`config.mk`:
```
export PLATFORM = sky130hd
export DESIGN_NAME = bus_share_arbiter
export DESIGN_NICKNAME = d
export VERILOG_FILES = /design/src/rtl/bus_share_arbiter.sv
export SDC_FILE = /design/constraint.sdc
export NUM_CORES = 1
export LEC_CHECK = 0
export ABC_AREA = 1
export BUFFER_PORTS_ARGS = -buffer_cell sky130_fd_sc_hd__buf_4
export CORE_ASPECT_RATIO = 1.1
export CORE_UTILIZATION = 28
export DETAILED_ROUTE_END_ITERATION = 10
export GPL_TIMING_DRIVEN = 1
export PLACE_DENSITY = 0.63
export SETUP_SLACK_MARGIN = 0.4
export SLEW_MARGIN = 30
export SYNTH_ARGS = -nofsm -noshare
export SYNTH_HDL_FRONTEND = slang
export SYNTH_SLANG_ARGS = --single-unit
```
`constraint.sdc`:
```
create_clock -name Clk -period 1.8 [get_ports Clk]
set_input_delay 0.27 -clock Clk [delete_from_list [all_inputs] [get_ports Clk]]
set_output_delay 0.27 -clock Clk [all_outputs]
set_load 0.02 [all_outputs]
```
`src/rtl/bus_share_arbiter.sv`:
```
// Round-robin owner of a shared WIDTH-bit bus: four requesters, one-hot grant,
// bursts of up to MAX_BURST accepted beats under a valid/ready handshake.
module bus_share_arbiter #(
    parameter int WIDTH     = 16,
    parameter int MAX_BURST = 4
) (
    input  logic             Clk,
    input  logic             Reset_n,
    input  logic [3:0]       req,
    input  logic [WIDTH-1:0] data0,
    input  logic [WIDTH-1:0] data1,
    input  logic [WIDTH-1:0] data2,
    input  logic [WIDTH-1:0] data3,
    input  logic             bus_ready,
    output logic [3:0]       grant,
    output logic [1:0]       select,
    output logic [WIDTH-1:0] bus_data,
    output logic             bus_valid,
    output logic [3:0]       ack
);

    typedef enum logic [0:0] {
        IDLE  = 1'b0,
        GRANT = 1'b1
    } state_t;

    localparam logic [3:0] LAST_BEAT = 4'(MAX_BURST - 1);

    state_t     state_r, state_nxt;
    logic [3:0] grant_r, grant_nxt;
    logic [1:0] select_r, select_nxt;
    logic [1:0] last_winner_r, last_winner_nxt;
    logic [3:0] beat_cnt_r, beat_cnt_nxt;

    logic [1:0] pick_base_s;
    logic [1:0] pick_s;
    logic       valid_s;
    logic       beat_s;
    logic       release_s;

    // Search base+1 .. base+4 (mod 4); the base itself is checked last.
    function automatic logic [1:0] rr_pick(input logic [3:0] r, input logic [1:0] base);
        logic [1:0] idx;
        logic       found;
        rr_pick = base;
        found   = 1'b0;
        for (int k = 1; k <= 4; k++) begin
            idx = base + 2'(k);
            if (!found && r[idx]) begin
                rr_pick = idx;
                found   = 1'b1;
            end
        end
    endfunction

    // Handshake qualifiers and release condition for the current owner.
    always_comb begin
        valid_s     = (grant_r != 4'b0000) && req[select_r];
        beat_s      = valid_s && bus_ready;
        release_s   = (state_r == GRANT) &&
                      (!req[select_r] || (beat_s && (beat_cnt_r == LAST_BEAT)));
        pick_base_s = (state_r == GRANT) ? select_r : last_winner_r;
        pick_s      = rr_pick(req, pick_base_s);
    end

    // Next-state logic; re-arbitration happens in the same edge as release.
    always_comb begin
        state_nxt       = state_r;
        grant_nxt       = grant_r;
        select_nxt      = select_r;
        last_winner_nxt = last_winner_r;
        beat_cnt_nxt    = beat_cnt_r;
        case (state_r)
            IDLE: begin
                if (req != 4'b0000) begin
                    state_nxt    = GRANT;
                    select_nxt   = pick_s;
                    grant_nxt    = 4'b0001 << pick_s;
                    beat_cnt_nxt = 4'd0;
                end else begin
                    grant_nxt = 4'b0000;
                end
            end
            GRANT: begin
                if (release_s) begin
                    last_winner_nxt = select_r;
                    beat_cnt_nxt    = 4'd0;
                    if (req != 4'b0000) begin
                        select_nxt = pick_s;
                        grant_nxt  = 4'b0001 << pick_s;
                    end else begin
                        state_nxt = IDLE;
                        grant_nxt = 4'b0000;
                    end
                end else if (beat_s) begin
                    beat_cnt_nxt = beat_cnt_r + 4'd1;
                end else begin
                    beat_cnt_nxt = beat_cnt_r;
                end
            end
            default: begin
                state_nxt    = IDLE;
                grant_nxt    = 4'b0000;
                beat_cnt_nxt = 4'd0;
            end
        endcase
    end

    // State registers with synchronous active-low reset.
    always_ff @(posedge Clk) begin
        if (!Reset_n) begin
            state_r       <= IDLE;
            grant_r       <= 4'b0000;
            select_r      <= 2'b00;
            last_winner_r <= 2'd3;
            beat_cnt_r    <= 4'd0;
        end else begin
            state_r       <= state_nxt;
            grant_r       <= grant_nxt;
            select_r      <= select_nxt;
            last_winner_r <= last_winner_nxt;
            beat_cnt_r    <= beat_cnt_nxt;
        end
    end

    // Datapath mux and one-hot beat acknowledge.
    always_comb begin
        case (select_r)
            2'd0:    bus_data = data0;
            2'd1:    bus_data = data1;
            2'd2:    bus_data = data2;
            2'd3:    bus_data = data3;
            default: bus_data = data0;
        endcase
        ack = 4'b0000;
        if (beat_s) begin
            ack[select_r] = 1'b1;
        end else begin
            ack = 4'b0000;
        end
    end

    assign grant     = grant_r;
    assign select    = select_r;
    assign bus_valid = valid_s;

endmodule

```
==> results.toml <==
[critical_path]
worstPathArrival_ns = 1.44
critical_path.max_fanout = 16
crit_start = "select[1]"
setup.worst_path.end_class = "primary output"
crit_required_ns = 1.53
worst_r2r_startpoint = "select[0]"
cp-start-kind = "flip-flop"
criticalPathCategory = "reg -> out"

[yosys]
synth-compound-area-share_pct = 6.223
asyncSetResetFlopFracSynth_pct = 0
synth.area.mux_share_pct = 0
seq_area_frac_synth_pct = 17.73
synthesis.instances = 264
synthDominantCellAreaShare_pct = 31.20
synth_top_area_cell = "sky130_fd_sc_hd__nand2_1"
synth_enable_flop_cells = 0
synth-xor-area-share_pct = 0
synth-main-ff-cell = "sky130_fd_sc_hd__dfxtp_1"
synth.yosys.warnings = 0
synth-adder-area-share_pct = 0.8525
synth.lib_cells_used.distinct = 29
post_synth_and_or_nand_nor_area_fraction_pct = 66.84
synth.ff_latch_count = 13
synth.net_count = 336
synth_area_leaders = "sky130_fd_sc_hd__nand2_1 31%, sky130_fd_sc_hd__dfxtp_1 18%, sky130_fd_sc_hd__nand4_1 8.5%"
synth_top_family_by_area = "simple AND/OR/NAND/NOR gates"
syn-cell-area_mm2 = 0.001468
syn-mean-instance-area_um2 = 5.559

[global_routing]
grt_pass1_wl_um = 9108
number_of_antenna_violations_at_the_first_check_in_global_routing = 0
globalRouteOverflowTotal = 0
largest_net_degree_at_the_start_of_global_routing = 17
grt_usage_pct = 20.05
first_global_vias = 2094

[timing]
final_max_slew_viol_count = 0
max_slew_margin_pct = 81.22
unrepaired_setup_endpoints_after_global_routing = "yes"
clock-skew-final_ns = 0.002537
period_minus_slack_ns = 1.712
setup_violations = 0
hold_ws_ns = 0.3167
count_of_final_hold_check_violations = 0
layout_setup_ws_ns = 0.08752
worst_pin_slew_ns = 0.2800
finalCritPeriodShare_pct = 95.14
finalSetupTns_ns = 0
fmax_mhz = 583.9

[power_and_ir_drop]
power.share.clock_pct = 6.6
peakVddDrop_uv = 899.8
power.sequential.fraction_pct = 11.9
share_comb_of_total_power_pct = 81.5
total_leakage_power_nw = 1.429
post-layout-total-power_mw = 3.876
power_switching_share_pct = 51.16
cellInternalPower_mw = 1.893
cellPowerDensity_mw_per_mm2 = 1374
switching_power_mw = 1.983

[cells_and_area]
ff_latch_area_um2 = 271.5
finish.utilization_pct = 56.03
nFillCells = 488
multi_input_comb_area_mm2 = 0.001335
final_nets = 461
layout.cells.non_filler = 446
antennaDiodeCount = 0
layout.cell_area.non_filler_mm2 = 0.002820
layout-area-overhead-vs-synth_pct = 92.16
layout_common_cells = "117 x sky130_fd_sc_hd__buf_4, 102 x sky130_fd_sc_hd__nand2_1, 21 x sky130_fd_sc_hd__nand2_2"
final_layout_size_suffix_gt1_share_pct = 52.32
final_common_cell = "sky130_fd_sc_hd__buf_4"

[clock_network]
clk_transition_reported_paths_ns = 0.05
cts-root-to-sink-buffers = 2
cts.sinks = 13
tritoncts_clock_tree = "yes"
cts-htree-levels = 1
cts.hold.buffers_added = 0
cts_inserted_buffers = 3
clock_tree.root_cell = "sky130_fd_sc_hd__clkbuf_8"
worst_skew_pair_latency_ns = 0.24

[floorplan]
initial_core_util_pct = 29.16
die_area_mm2 = 0.005535
dieWidth_um = 71.03
fp-row-count = 27
die_h_um = 77.93
core_area_mm2 = 0.005034
boundary_pin_count = 98

[run_status]
violations = "DRC"
outcome = "complete, but fails checks"

[hold_path]
hold_path_startpoint = "Reset_n"
worst_hold_path_type = "in -> reg"

[place]
io_buffers = 97
place.detailed.instances = 416
dp_worst_setup_slack_ns = 0.05297
detailedPlacementHpwl_um = 4011
dp_area_mm2 = 0.002355
gp_congestion = 0.8705

[detailed_routing]
detail_route.iter0.violations = 88
drc = 14
firstDrtPassIters = 8
route.detailed.wl_per_inst_um = 12.80
postRouteAntennaNets = 0
totalWireLength_um = 5709
route.detailed.vias_per_inst = 4.924
vias = 2196

[run]
maxCapViolations = 0
## final timing paths
check | slack (ns) | cells after the start | to
hold / removal | 0.32 | 3 | beat_cnt_r[2]
setup reg to reg | 0.11 | 14 | grant[0]
hold reg to reg | 0.48 | 2 | grant[2]
setup / recovery | 0.09 | 7 | bus_data[5]
## metal layers
metal	global-route usage (%)	up-vias	part of all wire [%]
met1	20.13	990	38
met3	5.325	12	8.7
met4	4.800	0	1.6
met2	40.10	88	52
met5	0	-	0
li1	-	1106	-
## power groups by stage
stage / Combinational (mW) / Sequential [mW] / Clock [mW]
5_1_grt: 3.39 / 0.473 / 0.277
3_3_place_gp: 2.44 / 0.475 / 0
6_report: 3.16 / 0.462 / 0.254
2_1_floorplan: 1.65 / 0.516 / 0
4_1_cts: 3.02 / 0.459 / 0.267
3_5_place_dp: 2.45 / 0.475 / 0
## kinds of logic after synthesis
logic type / Yosys count
compound gates: 17
fa+ha+maj: 1
buf+inv: 27
flops: 13
simple gates: 206
## worst max-delay path, cell delays in order (launching register included)
cell and delay [ns]:
sky130_fd_sc_hd__dfxtp_4 0.38, sky130_fd_sc_hd__buf_4 0.14, sky130_fd_sc_hd__buf_4 0.14, sky130_fd_sc_hd__nor2_4 0.10, sky130_fd_sc_hd__buf_12 0.15, sky130_fd_sc_hd__nand2_1 0.05, sky130_fd_sc_hd__nand4_1 0.09, sky130_fd_sc_hd__buf_4 0.15
## timing repair
item,4_1_cts,5_1_grt
setup endpoints to repair,33,33
cloned,0,0
pin swaps,30,17
gates resized for setup,45,11
buffers inserted,23,3
## final cells by class
class / count / area share (%)
Timing Repair Buffer: 127 / 35.58
Sequential cell: 13 / 9.627
Clock buffer: 4 / 1.597
Tap cell: 58 / 2.573
Inverter: 20 / 3.283
Multi-Input combinational cell: 224 / 47.34
## sequential cells by signal, summed over array words and instances (netlist names)
register	count
last_winner_r	2
select	2
beat_cnt_r	4
grant	4
state_r	1
## synth_stat cells (2+ instances only)
cell / count
sky130_fd_sc_hd__nor3_1: 3
sky130_fd_sc_hd__buf_6: 2
sky130_fd_sc_hd__o21ai_0: 4
sky130_fd_sc_hd__nand4_1: 20
sky130_fd_sc_hd__nand2_1: 122
sky130_fd_sc_hd__nor2_1: 14
sky130_fd_sc_hd__nand3_1: 17
sky130_fd_sc_hd__a21oi_1: 10
sky130_fd_sc_hd__inv_1: 14
sky130_fd_sc_hd__nand2_4: 3
sky130_fd_sc_hd__dfxtp_1: 13
sky130_fd_sc_hd__nor2_4: 2
sky130_fd_sc_hd__inv_2: 4
sky130_fd_sc_hd__nand3_2: 3
sky130_fd_sc_hd__clkbuf_1: 4
sky130_fd_sc_hd__nand2_2: 16
Power figures use the tool's default switching activity.
